$ cat config.mk
export PLATFORM = sky130hd
export DESIGN_NAME = bit_deserializer8
export DESIGN_NICKNAME = d
export VERILOG_FILES = /design/src/rtl/bit_deserializer8_pkg.sv /design/src/rtl/bit_deserializer8_demux8_1.sv /design/src/rtl/bit_deserializer8.sv
export SDC_FILE = /design/constraint.sdc
export NUM_CORES = 1
export LEC_CHECK = 0
export ABC_AREA = 1
export ABC_CLOCK_PERIOD_IN_PS = 1300
export CAP_MARGIN = 30
export CORE_UTILIZATION = 30
export CTS_BUF_LIST = sky130_fd_sc_hd__clkbuf_16
export CTS_CLUSTER_SIZE = 20
export DETAILED_ROUTE_END_ITERATION = 16
export GPL_TIMING_DRIVEN = 0
export PLACE_DENSITY = 0.59
export SLEW_MARGIN = 20
export SYNTH_ARGS = -nofsm -noshare
export SYNTH_HDL_FRONTEND = slang
export SYNTH_SLANG_ARGS = --single-unit
$ cat constraint.sdc
create_clock -name clk -period 1.3 [get_ports clk]
set_clock_uncertainty 0.1 [all_clocks]
set_input_delay 0.195 -clock clk [delete_from_list [all_inputs] [get_ports clk]]
set_output_delay 0.195 -clock clk [all_outputs]
set_load 0.1 [all_outputs]
$ cat src/rtl/bit_deserializer8_pkg.sv
// Shared constants and state encoding for the 8-bit serial-to-parallel deserializer.
package bit_deserializer8_pkg;

    localparam int WIDTH = 8;
    localparam int IDX_W = 3;

    typedef enum logic {
        FILL = 1'b0,
        HOLD = 1'b1
    } state_e;

endpackage

$ cat src/rtl/bit_deserializer8_demux8_1.sv
// 1-to-8 demultiplexer: routes the enable onto the one-hot line picked by the select.
module demux8_1
    import bit_deserializer8_pkg::*;
(
    input  logic [IDX_W-1:0] sel_i,
    input  logic             en_i,
    output logic [WIDTH-1:0] onehot_o
);

    // NOTE: default every output first in always_comb so no path can infer a latch.
    always_comb begin
        onehot_o        = '0;
        onehot_o[sel_i] = en_i;
    end

endmodule

$ cat src/rtl/bit_deserializer8.sv
// Serial-to-parallel deserializer: assembles 8 accepted bits LSB-first and presents
// the word with a valid/ready handshake; a transfer may overlap the next word's first bit.
module bit_deserializer8
    import bit_deserializer8_pkg::*;
(
    input  logic             clk,
    input  logic             reset,
    input  logic             clear,
    input  logic             in_bit,
    input  logic             in_valid,
    output logic             in_ready,
    output logic [WIDTH-1:0] out,
    output logic             out_valid,
    input  logic             out_ready,
    output logic [IDX_W-1:0] idx
);

    state_e           state_q, state_d;
    logic [IDX_W-1:0] idx_q, idx_d;
    logic [WIDTH-1:0] out_q;

    logic             accept;
    logic             xfer;
    logic [IDX_W-1:0] wr_sel;
    logic [WIDTH-1:0] wr_en;
    logic [WIDTH-1:0] bit_en;
    logic [WIDTH-1:0] bit_d;

    assign out_valid = (state_q == HOLD);
    assign in_ready  = (state_q == FILL) || out_ready;
    assign accept    = in_valid && in_ready;
    assign xfer      = out_valid && out_ready;

    // A bit accepted while the held word leaves always starts the next word at out[0].
    assign wr_sel = (state_q == HOLD) ? '0 : idx_q;

    demux8_1 u_demux (
        .sel_i    (wr_sel),
        .en_i     (accept && !clear),
        .onehot_o (wr_en)
    );

    // Each flop loads on clear, on word hand-off, or on its own write strobe;
    // loaded value is the incoming bit only when strobed, otherwise zero.
    assign bit_en = {WIDTH{clear || xfer}} | wr_en;
    assign bit_d  = wr_en & {WIDTH{in_bit}};

    always_comb begin
        state_d = state_q;
        idx_d   = idx_q;
        if (clear) begin
            state_d = FILL;
            idx_d   = '0;
        end else if (state_q == FILL) begin
            if (accept) begin
                idx_d = idx_q + IDX_W'(1);
                if (idx_q == IDX_W'(WIDTH - 1)) begin
                    state_d = HOLD;
                end
            end
        end else if (xfer) begin
            state_d = FILL;
            idx_d   = accept ? IDX_W'(1) : '0;
        end
    end

    // NOTE: sequential state uses non-blocking assignments so all flops sample together.
    always_ff @(posedge clk or posedge reset) begin
        if (reset) begin
            state_q <= FILL;
            idx_q   <= '0;
        end else begin
            state_q <= state_d;
            idx_q   <= idx_d;
        end
    end

    // NOTE: the word register is reset because a discarded word must never reappear.
    always_ff @(posedge clk or posedge reset) begin
        if (reset) begin
            out_q <= '0;
        end else begin
            for (int k = 0; k < WIDTH; k++) begin
                if (bit_en[k]) begin
                    out_q[k] <= bit_d[k];
                end
            end
        end
    end

    assign out = out_q;
    assign idx = idx_q;

endmodule

Word-level counts from Yosys, hierarchy flattened. Index checks and enable logic that the tools add are counted.

Register bits after elaboration: 12. Word-level logic and storage cells: 41. Output and inout port bits: 13. Input bits: 6.

Bitwise operators: 4. Reductions and logical operators: 9. Order comparisons: 2. Add/sub/neg operators: 1. Eq/ne operators: 2. Multiplexer cells: 13.

Operators with widths (count): 8-bit AND (2); 3-bit two-way mux (5); 8-bit bitwise OR (1); 1-bit two-way mux (7); 1-bit logical AND (4); 3-bit by 4-bit < comparator with 1-bit output (second input constant) (1); 3-bit by 1-bit adder with 3-bit output (second input constant) (1); 1-bit demux with 3-bit select (1); 3-bit == test (second input constant) (1); 3-bit by 1-bit >= comparator with 1-bit output (second input constant) (1); 3-bit by 2-bit inequality test with 1-bit output (second input constant) (1); 3-bit nonzero test (1); 1-bit logical OR (2); 2-bit AND reduction (1); 1-bit zero test (1); 1-bit inverter (1).

Depth between registers and ports, before layout. Gate-level depths: netlist (run 1).

Depth after elaboration: 7. Gate-level depth with buffers: 8. Mapped depth without buffers: 8.

By module. From an unflattened synthesis (run 1), not the netlist that was laid out.

Cell total of the unflattened synthesis: 86. Area, all modules: 643.1 um2.

By module, submodules not included: bit_deserializer8 (area each 579.3 um2, instances 1, seq. area each 300.3 um2, cells an instance 69); demux8_1 (area each 63.8 um2, instances 1, seq. area each 0.0 um2, cells an instance 17).

Worst setup path before layout (run 1). Ideal clock, no wire load.

Kind: register to register. From: register state_q (netlist: out_valid). To: register out_q[0] (netlist: out[0]). Setup slack: -1.048 ns. Arrival time: 2.135 ns. Setup time: 0.113 ns. Buffers on the path: 0. Period minus slack after synthesis: 2.348 ns. Required time: 1.087 ns. Cell stages (with the launch flop): 8. Cell sequence: dfrtp_1 -> nand2_2 -> nand2_1 -> inv_1 -> nand3_1 -> nand2_1 -> nand2_1 -> inv_1.

Elaborated cells on any way between the ends: 15. Classes of those cells: order compare: 2; mux: 3; bitwise: 4; reduce/logical: 6.

RTL lines: start, declared (line bit_deserializer8.sv:18) `state_e state_q, state_d;`; start signal, assigned (line bit_deserializer8.sv:73) `state_q <= state_d;`; 1-bit inverter (*); 1-bit logical OR (*) (line bit_deserializer8.sv:30) `assign in_ready = (state_q == FILL) || out_ready;`; net in_ready (line bit_deserializer8.sv:11) `output logic in_ready,`; 1-bit logical AND (*) (line bit_deserializer8.sv:31) `assign accept = in_valid && in_ready;`; 1-bit logical AND (*) (line bit_deserializer8.sv:39) `.en_i (accept && !clear),`; 8-bit AND (no source line) (*); 8-bit AND or 8-bit bitwise OR (tied branches) (line bit_deserializer8.sv:46, bit_deserializer8.sv:45); end signal, assigned by index (line bit_deserializer8.sv:85) `out_q[k] <= bit_d[k];`; end, declared (line bit_deserializer8.sv:20) `logic [WIDTH-1:0] out_q;`.

Mark *: on every way through the listed nets, which the timed path passes. The rest lies on a longest branch. A chain may end at the register's enable or synchronous reset.

Worst setup path after layout (run 1).
From: register state_q (netlist: out_valid). To: output in_ready.

Cells in the longest elaborated chain, start to end: 2.

RTL lines (line): 1-bit inverter; 1-bit logical OR (bit_deserializer8.sv:30); end, declared (bit_deserializer8.sv:11).

No other way between the ends.

==> impl.org, run 1 <==
** Outcome
- The flow ran to the end, but the final reports show violations.
- Violations in the final reports :: setup timing

** Yosys
- Gate count after technology mapping :: 100
- Netlist Area Pre-Place :: 713 µm²
- Of the synthesized area, sequential elements account for 42.1%.
- Total of flip-flops plus latches after synthesis :: 12
- Number of distinct standard cells referenced by the synthesized netlist :: 16
- A synthesized cell averages 7.13 µm².
- For this run, the number of Yosys warnings is 0.
- When the netlist entered floorplanning its net count stood at 108.

** GRT
- The first global-routing pass estimated 2760 µm of wire.
- Entering global routing, the biggest net connects 13 pins.
- Remaining global-route overflow :: 0
- Overall global routing resource usage :: 14.2%
- The number of global-route vias before repair is 648.
- The initial antenna violation count is 0.

** STA
- Setup violations remaining at the end of the flow were counted as 3.
- For the finished layout, the period the worst path requires is 1360 ps.
- Worst slew pin tran :: 498 ps
- For this run, the top clock speed supported by timing is around 0.73 GHz.
- In this run the tightest slew margin relative to its limit is 66.8%.
- Setup repair after global routing could not meet its margin everywhere.
- The max-slew violation count came to 0.
- Hold timing on the final database bottoms out at a slack of 189 ps.
- Setup slack on the critical path of the routed design comes to -62.7 ps.
- Ratio of final minimum period to clock period :: 105%
- The hold violation count in the final report came to 0.

** Cells and area
- Most common cell after layout, fill and taps aside :: sky130_fd_sc_hd__nand2_1
- Final-layout fill cell count :: 218
- In the final layout, the multi-input gates occupy 458 µm².
- Layout net count :: 138
- Total inserted antenna cells :: 0
- Area added between synthesis and finish :: 68.2%
- Leading cell types in the layout, fill and taps excluded :: 23 x sky130_fd_sc_hd__nand2_1, 12 x sky130_fd_sc_hd__inv_1, 9 x sky130_fd_sc_hd__nand3_1, 9 x sky130_fd_sc_hd__buf_4, 8 x sky130_fd_sc_hd__nor2_1
- Share of final-layout standard cells stronger than drive strength 1 :: between 40 and 50%
- Final core utilization :: 53.7%
- Sequential cell area :: around 310 µm²

** Floorplanning
- From bottom edge to top edge, the die measures 50.8 µm.
- Initial core utilization :: roughly a third
- Pin placement for this block handled 19 I/O pins.
- FP Rows :: 17
- The die covers 2580 µm².
- From left edge to right edge, the die measures 50.8 µm.
- The total area inside the core boundary comes to 2230 µm².

** Routing
- After detailed routing, the average wire length per cell comes to ~11 µm.
- The detailed router put a total of approximately 840 µm of wire on met1.
- Per-cell via count in the routed design :: roughly 4.6
- DRC violation count after routing :: 0
- Total number of vias :: 723
- The first routing iteration left 7 violations.
- Met3 WL :: 98 µm
- Total wire length after detailed routing :: around 1800 µm
- Highest metal layer with signal wires :: met3
- Detailed routing placed a total of between 800 and 900 µm of wire on met2.
- 1st-pass router iterations :: 4
- Antenna Violating Nets Remaining :: 0

** Pwr
- IR analysis of the VDD net gives a maximum drop of 733 µV.
- Registers are responsible for 31.8% of the overall power.
- The analysis attributes to cell leakage a power of between 0.5 and 0.6 nW.
- Per report_power, the clock group accounts for 41.2% of the total.
- For this design the total switching power over the nets is 0.451 mW.
- Power spread over the standard cell area amounts to about 1100 nW/µm².
- The internal portion of the total power is 0.914 mW.
- The share of total power dissipated in combinational logic is 27.0%.
- Net switching is around a third of the power.

** Clock network
- The later pin in the worst-skew pair is clocked with a latency of 240 ps.
- Clock-pin slew was measured on the worst setup and hold paths at approximately 50 ps.
- The tree built by TritonCTS fans out to 12 sinks.
- CTS Root Buffer Type :: sky130_fd_sc_hd__clkbuf_16
- TritonCTS clock tree :: built
- The longest clock path from root to sink contains 2 buffers.
- CTS H-tree lvls :: 1
- TritonCTS created 3 clock buffers.

** Place
- Timing analysis after detailed placement gives a worst setup slack of -1080 ps.
- Number of buffers added on ports :: 18
- Half-perimeter wire length of the detailed placement result :: 1210 µm
- Final GP Congestion :: approximately 0.8

** Worst setup path
- The worst setup path is captured at a primary output.
- STA puts the critical path data required time at 1000 ps.
- The worst register-to-register path has a depth of 6.
- Terminus of the critical flop-to-flop path :: out[0]
- The worst register-to-register path begins at out_valid.
- At the worst endpoint, the arrival time is 1070 ps.
- The critical path is of the flip-flop to primary output type.
- Setup slack on the worst flop-to-flop path :: -20 ps
- STA classifies the critical path startpoint as a flip-flop.
- Along the worst path, the maximum fanout reaches 5.

** Worst hold path
- The worst hold path belongs to the class input pin to asynchronous set/reset pin.

** Job
- Max cap viols :: 0
==> metrics by stage <==
step           instances  cell area (µm²)  power [mW]  TNS, ps
5_1_grt              157             1200        1.43     -578
2_1_floorplan        100              783       0.672    -1400
3_5_place_dp         146              998       0.762    -9880
4_1_cts              154             1100        1.34    -72.4
3_3_place_gp         146              998       0.758    -9740
6_report             157             1200        1.37    -87.5
==> cells in the mapped netlist <==
cell type | number | area [µm²]
sky130_fd_sc_hd__nand2_1 | 26 | 97.6
sky130_fd_sc_hd__inv_1 | 16 | 60.1
sky130_fd_sc_hd__nand3_1 | 14 | 70.1
sky130_fd_sc_hd__nor2_1 | 13 | 48.8
sky130_fd_sc_hd__dfrtp_1 | 12 | 300
sky130_fd_sc_hd__nand2_2 | 4 | 25.0
sky130_fd_sc_hd__a21oi_1 | 2 | 10.0
sky130_fd_sc_hd__ha_1 | 2 | 25.0
sky130_fd_sc_hd__inv_2 | 2 | 7.51
sky130_fd_sc_hd__nand4_1 | 2 | 12.5
sky130_fd_sc_hd__o21ai_0 | 2 | 10.0
sky130_fd_sc_hd__a21oi_4 | 1 | 16.3
sky130_fd_sc_hd__nand3_2 | 1 | 10.0
sky130_fd_sc_hd__nor3_1 | 1 | 5.00
sky130_fd_sc_hd__o21ai_2 | 1 | 8.76
sky130_fd_sc_hd__o22ai_1 | 1 | 6.26
==> kinds of logic after synthesis <==
group | after synthesis | share of synthesized area (%)
flip-flops | 12 | 42.1
AND/OR/NAND/NOR | 61 | 37.7
adder cells (fa/ha/maj) | 2 | 3.51
AO/OA/AOI/OAI | 7 | 7.19
buffers and inverters | 18 | 9.47
==> timing repair <==
action / in CTS / in global routing
buffers inserted: 4 / 3
setup endpoints to repair: 23 / 18
hold buffers: 0 / 0
pin swaps: 3 / 7
resized for setup: 86 / 26
cloned: 0 / 0
==> sequential cells by signal, summed over array words and instances (netlist names) <==
signal and count:
out 8, idx 3, out_valid 1
==> critical path, cell delays in order (launching register included) <==
cell and delay, ps:
sky130_fd_sc_hd__dfrtp_4 550, sky130_fd_sc_hd__nand2_8 110, sky130_fd_sc_hd__buf_12 170
==> power groups by stage <==
stage / sequential (mW) / clock (mW) / combinational, mW
2_1_floorplan: 0.575 / 0 / 0.0972
3_3_place_gp: 0.435 / 0 / 0.323
3_5_place_dp: 0.436 / 0 / 0.326
4_1_cts: 0.433 / 0.577 / 0.329
5_1_grt: 0.437 / 0.598 / 0.391
6_report: 0.434 / 0.562 / 0.369
==> layer usage <==
metal | global-route usage, % | vias up
li1 | - | 374
met1 | 18.5 | 328
met2 | 24.7 | 21
met3 | 3.03 | 0
met4 | 1.39 | 0
met5 | 0 | -
==> how the worst max path moves through the flow <==
| stage | start | to | slack [ps] |
|---|---|---|---|
| 4_1_cts | out_valid | in_ready | -70 |
| 3_3_place_gp | out_ready | in_ready | -1060 |
| 2_1_floorplan | out_valid | out[6] | -150 |
| 3_5_place_dp | out_ready | in_ready | -1080 |
| 6_report | out_valid | in_ready | -60 |
| 5_1_grt | out_valid | in_ready | -90 |
==> cell type report <==
| type | count | share of cell area (%) |
|---|---|---|
| tap | 28 | 2.92 |
| timing repair buffer | 25 | 19.7 |
| inverter | 18 | 6.47 |
| clock buffer | 3 | 6.26 |
| clock inverter | 1 | 0.313 |
| sequential | 12 | 26.2 |
| multi-input combinational | 70 | 38.2 |
(Power assumes the default switching activity.)
==> run 2: changes to the inputs <==
- CORE_UTILIZATION: 30 -> 41
- PLACE_DENSITY: 0.59 -> 0.75
==> run 2 against run 1 <==
Compared with the run above: the run ends with DRC, setup timing left; non-clock buffer count fell by 2; count of clock-buffer cells in the layout did not move; global-route usage rose by 6.4 points; sequential cell count did not move; first-iteration DRC count rose by 71%; sequential power barely moved; maximum frequency rose by 0.64%; hold slack got worse by 17 ps; critical endpoint unchanged; largest cell class unchanged; largest power group unchanged; highest routed layer is now met4.
==> impl.org, run 2 (same netlist as run 1, synthesis figures left out) <==
** Clock network
- CTS H-tree lvls :: 1
- TritonCTS clock tree :: built
- At the later pin of the worst-skew pair, clock insertion delay measures roughly 240 ps.
- Buffers inserted during clock tree synthesis total 3.
- The tree built by TritonCTS fans out to 12 sinks.
- After clock tree synthesis, the clock-pin slew on the worst setup and hold paths is 40 ps.
- Maximum clock insertion buffer count :: 2
- In this run the clock root is driven by a sky130_fd_sc_hd__clkbuf_16.
- CTS Hold Bufs :: 0

** Floorplanning
- Die Width :: 43.7 µm
- Die Ht :: 43.7 µm
- The floorplan step defined a die boundary enclosing between 1500 and 2000 µm².
- Core region area :: 1560 µm²
- Total I/O pin count :: 19
- Initial core utilization :: 45.7%
- The initialized floorplan defines 14 standard-cell rows.

** Cells and area
- Max FFs per register :: 8
- Share of final-layout standard cells stronger than drive strength 1 :: 39.4%
- The final layout contains 136 nets.
- The area growth from synthesis to layout is 60.2%.
- Most common cell after layout, fill and taps aside :: sky130_fd_sc_hd__nand2_1
- The repair_antennas step left the layout with diodes totalling 0.
- The top cell types in the final layout, fill and taps aside, are 24 x sky130_fd_sc_hd__nand2_1, 14 x sky130_fd_sc_hd__inv_1, 11 x sky130_fd_sc_hd__nand3_1, 8 x sky130_fd_sc_hd__nor2_1.
- Final core utilization :: 73.3%

** Place
- Post-placement worst setup slack :: -1050 ps
- Number of buffers added on ports :: 18
- Final GP Congestion :: approximately 0.83
- Summed over all nets, the half-perimeter wirelength after detailed placement is 1120 µm.

** GRT
- For this run, global-route usage on met3 was measured as 5.00%.
- Gr busiest metal :: met2
- After global routing the overflow that remains totals 0.
- In the global route stage, overall resource usage came out at 20.6%.
- Met2 global-route usage :: 36.1%
- The initial antenna violation count was 0.
- Wire length of the first global-routing pass :: 2820 µm
- The number of global-route vias before repair came to between 600 and 700.
- Entering global routing, the biggest net connects 13 pins.
- For met1 alone, demand over resource in global routing was 25.0%.

** Worst setup path
- CP max stage cell :: sky130_fd_sc_hd__dfrtp_4
- Worst-path maximum fanout :: 5
- Kind of critical path :: flip-flop to primary output
- The signal on the critical path passes through nand2_8, buf_12.
- Origin of the critical flop-to-flop path :: out_valid
- Element type at the critical path start :: flip-flop
- Required time worst endpoint :: 1000 ps
- CP endpoint kind :: primary output
- Peak per-stage delay on the critical path :: 550 ps
- Worst Setup SP :: out_valid
- For the worst flop-to-flop path, the logic depth is 5.
- Setup slack on the worst reg-to-reg path comes out at -40 ps.
- For the worst setup path, the data arrival time is 1060 ps.
- Terminus of the critical flop-to-flop path :: out[7]

** STA
- Post-layout min period :: 1350 ps
- The hold violation count in the final report is 0.
- Maximum clock frequency :: approximately 0.74 GHz
- At the pin with the least slew margin, the transition time is 464 ps.
- Pins Over Slew Limit :: 0
- Setup-failing EPs final :: 3
- Final hold analysis gives a worst-case slack of 172 ps.
- Ratio of final minimum period to clock period :: 104%
- Across all setup checks in the final design, the least slack found is -54.1 ps.
- Worst slew slack as a fraction of its limit :: 69.1%
- RSZ-0062 raised after global routing :: yes

** Worst hold path
- Tightest Hold Check Type :: input pin to asynchronous set/reset pin

** Routing
- 1st-pass router iterations :: 10
- After detailed routing, the number of remaining DRC violations is 1.
- Routed length per instance :: 12.5 µm
- Per-cell via count in the routed design :: 5.06
- In this run the remaining antenna-violating nets after routing total 0.
- Total wire length after detailed routing :: 1790 µm
- Total number of vias :: 724
- Iteration-0 DRC count of the detailed router :: 12

** Outcome
- Result of the run :: finished with violations
- Violations in the final reports :: DRC, setup timing

** Pwr
- The analysis attributes to cell leakage a power of 0.572 nW.
- Dividing total power by cell area gives a power density of 1180 nW/µm².
- Worst vdd ir :: 712 µV

** Job
- The tool flagged a number of max-cap violations equal to 0.
## run 2: changes by cell type in the layout (fill, tap and decap cells not counted), moves of 2 or more
cell and delta:
sky130_fd_sc_hd__buf_4 -2, sky130_fd_sc_hd__nand3_1 +2, sky130_fd_sc_hd__nand3_2 -2, sky130_fd_sc_hd__inv_1 +2, sky130_fd_sc_hd__inv_2 -2
## run 2: worst max-delay path by stage
stage	cells after the start	endpoint	slack, ps
after global routing	2	in_ready	-80
after CTS	2	in_ready	-50
after global placement	4	in_ready	-1050
after floorplan	6	out[6]	-150
after detailed placement	4	in_ready	-1050
final	2	in_ready	-50
## run 2: per-layer routing
layer	up-vias	share of wire (%)
met5	-	0
met4	0	0.84
li1	369	-
met1	333	43
met2	18	52
met3	4	4.1
## run 2: cell type report
cell class                 count  area, µm²
fill                         116        417
timing repair buffer          23        218
inverter                      18       75.1
tap                           16       20.0
multi-input combinational     70        437
sequential                    12        314
clock inverter                 1       3.75
clock buffer                   3       75.1
## run 2: metrics by stage
| stage | power (mW) | cell area (µm²) | TNS [ps] | cells |
|---|---|---|---|---|
| floorplan | 0.672 | 783 | -1400 | 100 |
| global placement | 0.755 | 983 | -9530 | 134 |
| detailed placement | 0.759 | 983 | -9640 | 134 |
| CTS | 1.32 | 1070 | -53.3 | 141 |
| global route | 1.41 | 1140 | -515 | 143 |
| finish | 1.35 | 1140 | -129 | 143 |
## run 2: power by group
group | internal [mW] | switching, mW | leakage [nW]
Sequential | 0.400 | 0.0345 | 0.156
Clock | 0.404 | 0.149 | 0.0423
Combinational | 0.102 | 0.258 | 0.374
## run 2: repair_timing
| action | in CTS | in global routing |
|---|---|---|
| endpoints found under the setup margin | 23 | 16 |
| resized for setup | 86 | 18 |
| buffers inserted | 3 | 2 |
| pin swaps | 2 | 3 |
## run 2: worst max-delay path, delay by kind of cell, from the launching register on
kind,cells,cell delay [ps]
flip-flops,1,550
buffers and inverters,1,170
AND/OR/NAND/NOR,1,100
==> run 3: changes to the inputs <==
- REMOVE_ABC_BUFFERS: default -> 1
- SLEW_MARGIN: 20 -> default
==> run 3 against run 2 <==
Compared with the run above: the run still ends with DRC, setup timing left; hold slack got worse by 5.9 ps; critical path depth did not move; utilization down 3.5 points; critical endpoint unchanged; non-clock buffer count is the same; cell count is the same; maximum frequency increased by 3.7%; sequential power fell by 2%; sequential share of layout area is 0.55 points higher; final area fell by 4.7%.
==> impl.org, run 3 (same netlist as run 1, synthesis figures left out) <==
** Cells and area
- Share of final-layout standard cells stronger than drive strength 1 :: 33.9%
- The repair_antennas step left the layout with diodes totalling 0.
- Layout net count :: about 140
- Sequential cell area :: just over 300 µm²
- Multi-input gate area in the final layout :: 395 µm²
- Final-layout fill cell count :: roughly 130
- The finished layout holds 143 standard cells, fillers aside.
- With fillers left out, the area of the finished cells amounts to around 1100 µm².
- Leaving out fill and tap cells, the most frequent cell in the layout is sky130_fd_sc_hd__nand2_1.
- Leading cell types in the layout, fill and taps excluded :: 26 x sky130_fd_sc_hd__nand2_1, 15 x sky130_fd_sc_hd__inv_1, 12 x sky130_fd_sc_hd__nand3_1, 10 x sky130_fd_sc_hd__buf_4, 9 x sky130_fd_sc_hd__nor2_1
- The area growth from synthesis to layout is 52.6%.
- Max FFs per register :: 8
- Once layout is complete, the utilization of the core stands at 69.8%.

** Worst setup path
- On the worst path, the slowest cell contributes a delay of 480 ps.
- The worst register-to-register path begins at idx[2].
- Family with the most delay on the worst path :: flip-flops
- Data on the critical path is required at its endpoint by 1000 ps.
- The slowest stage of the critical path belongs to the cell sky130_fd_sc_hd__dfrtp_2.
- CP cell instances :: nand2_4, buf_12
- In this run the critical register-to-register path is captured at out[2].
- Worst-path maximum fanout :: 5
- CP endpoint kind :: primary output
- STA classifies the critical path startpoint as a flip-flop.
- Arrival time worst endpoint :: 1010 ps
- Setup slack on the worst flop-to-flop path :: 40 ps
- Measured in cells, the most critical reg-to-reg path has a length of 6.
- Kind of critical path :: flip-flop to primary output
- Worst Path Buf+Inv :: 1

** Place
- Final GP Congestion :: 0.826
- Placed insts :: 134
- Half-perimeter wire length of the detailed placement result :: 1070 µm
- Summing all placed instances gives a cell area of roughly 900 µm².
- Number of buffers added on ports :: 18
- Post-placement worst setup slack :: -1010 ps

** Routing
- Wires add up to approximately 1800 µm.
- 1st-pass router iterations :: 10
- Dividing the detail-routed via count by the number of cells gives just over 5.
- In the final routed layout, each cell accounts on average for 12.3 µm.
- In this run, the number of DRC markers left after iteration 0 of detailed routing was 18.
- DRC violation count after routing :: 2
- Once detail routing completed, the nets flagged for antenna violations numbered 0.
- For this block, the via count after detailed routing is 743.

** Job
- Max-cap violations in this run came to 0.

** Pwr
- Tot Pwr :: 1.34 mW
- VDD sags by at most 810 µV.
- Static Leakage :: 0.583 nW
- Dividing total power by cell area gives a power density of 1230 nW/µm².

** Floorplanning
- Core region area :: 1560 µm²
- The die covers 1910 µm².
- The die is ~44 µm tall.
- 19 I/O pins were placed.
- The floorplan step set the die width to 43.7 µm.
- FP Rows :: 14
- For this configuration, the core starts out at a cell density of roughly 46%.

** Clock network
- Counting along the longest clock path gives a buffer depth of 2.
- The tree built by TritonCTS fans out to 12 sinks.
- TritonCTS built the clock tree.
- Buffers inserted during clock tree synthesis total 3.
- The cell sitting at the root of the clock tree is a sky130_fd_sc_hd__clkbuf_16.
- CTS H-tree lvls :: 1
- After clock tree synthesis, the clock-pin slew on the worst setup and hold paths is ~40 ps.
- Worst-skew pair later-pin latency :: 240 ps

** STA
- For the final routed database, the setup TNS stands at -5.83 ps.
- Pins Over Slew Limit :: 0
- Subtracting the final worst setup slack from the clock period gives about 1300 ps.
- Maximum clock frequency :: approximately 0.77 GHz
- Setup repair after global routing could not meet its margin everywhere.
- For the pin with the worst max-slew slack, the measured transition is about 460 ps.
- Ratio of final minimum period to clock period :: 100%
- Hold is met by 166 ps.
- Worst path setup slack after routing :: -5.83 ps
- Setup violations remaining at the end of the flow were counted as 1.
- Hold violation total from the final report :: 0
- Headroom to the max-slew limit came out at 69.0%.

** Outcome
- Result of the run :: finished with violations
- Violations in the final reports :: DRC, setup timing

** GRT
- Overall global routing resource usage :: 19.8%
- The number of global-route vias before repair came to around 630.
- The initial antenna violation count came to 0.
- The first global-routing pass estimated 2670 µm of wire.
- Entering global routing, the biggest net connects 13 pins.
- Summed over all layers, the global routing overflow is 0.

** Worst hold path
- The worst hold path belongs to the class input pin to asynchronous set/reset pin.
## run 3: cell types whose count changed in the layout (fill, tap and decap cells not counted), sizes merged
cell	before	now
dlygate4sd2	2	1
buf	13	15
inv	19	17
dlymetal6s2s	0	1
clkinv	0	2
clkbuf	8	6
## run 3: where the power goes
| part | total, mW | switching, mW | leakage [nW] | internal (mW) |
|---|---|---|---|---|
| Clock | 0.572 | 0.167 | 0.0385 | 0.405 |
| Sequential | 0.426 | 0.0304 | 0.158 | 0.396 |
| Combinational | 0.342 | 0.247 | 0.387 | 0.0946 |
| Total | 1.34 | 0.445 | 0.583 | 0.896 |
## run 3: repair_timing
| action | 4_1_cts | 5_1_grt |
|---|---|---|
| pin swaps | 0 | 4 |
| gates cloned | 0 | 0 |
| hold buffers | 0 | 0 |
| setup endpoints to repair | 19 | 13 |
| buffers inserted | 4 | 1 |
| gates resized for setup | 86 | 20 |
## run 3: cell type report
| class | count | area share, % |
|---|---|---|
| clock inverter | 1 | 0.345 |
| timing repair buffer | 23 | 19.7 |
| inverter | 18 | 6.90 |
| sequential | 12 | 28.0 |
| clock buffer | 3 | 6.90 |
| tap | 16 | 1.84 |
| multi-input combinational | 70 | 36.3 |
## run 3: worst max path at each step
stage,slack (ps),depth (start not counted),to,from
final,-6,2,in_ready,out_valid
after global routing,-40,6,out[2],idx[2]
after CTS,-60,2,in_ready,out_valid
after detailed placement,-1010,4,in_ready,out_ready
after global placement,-990,4,in_ready,out_ready
after floorplan,-1050,7,out[0],out_valid
## run 3: metal layers
layer / part of all wire (%) / global-route usage (%)
met2: 49 / 30.4
met5: 0 / 0
met1: 43 / 25.3
met3: 5.9 / 3.75
met4: 2.1 / 13.1
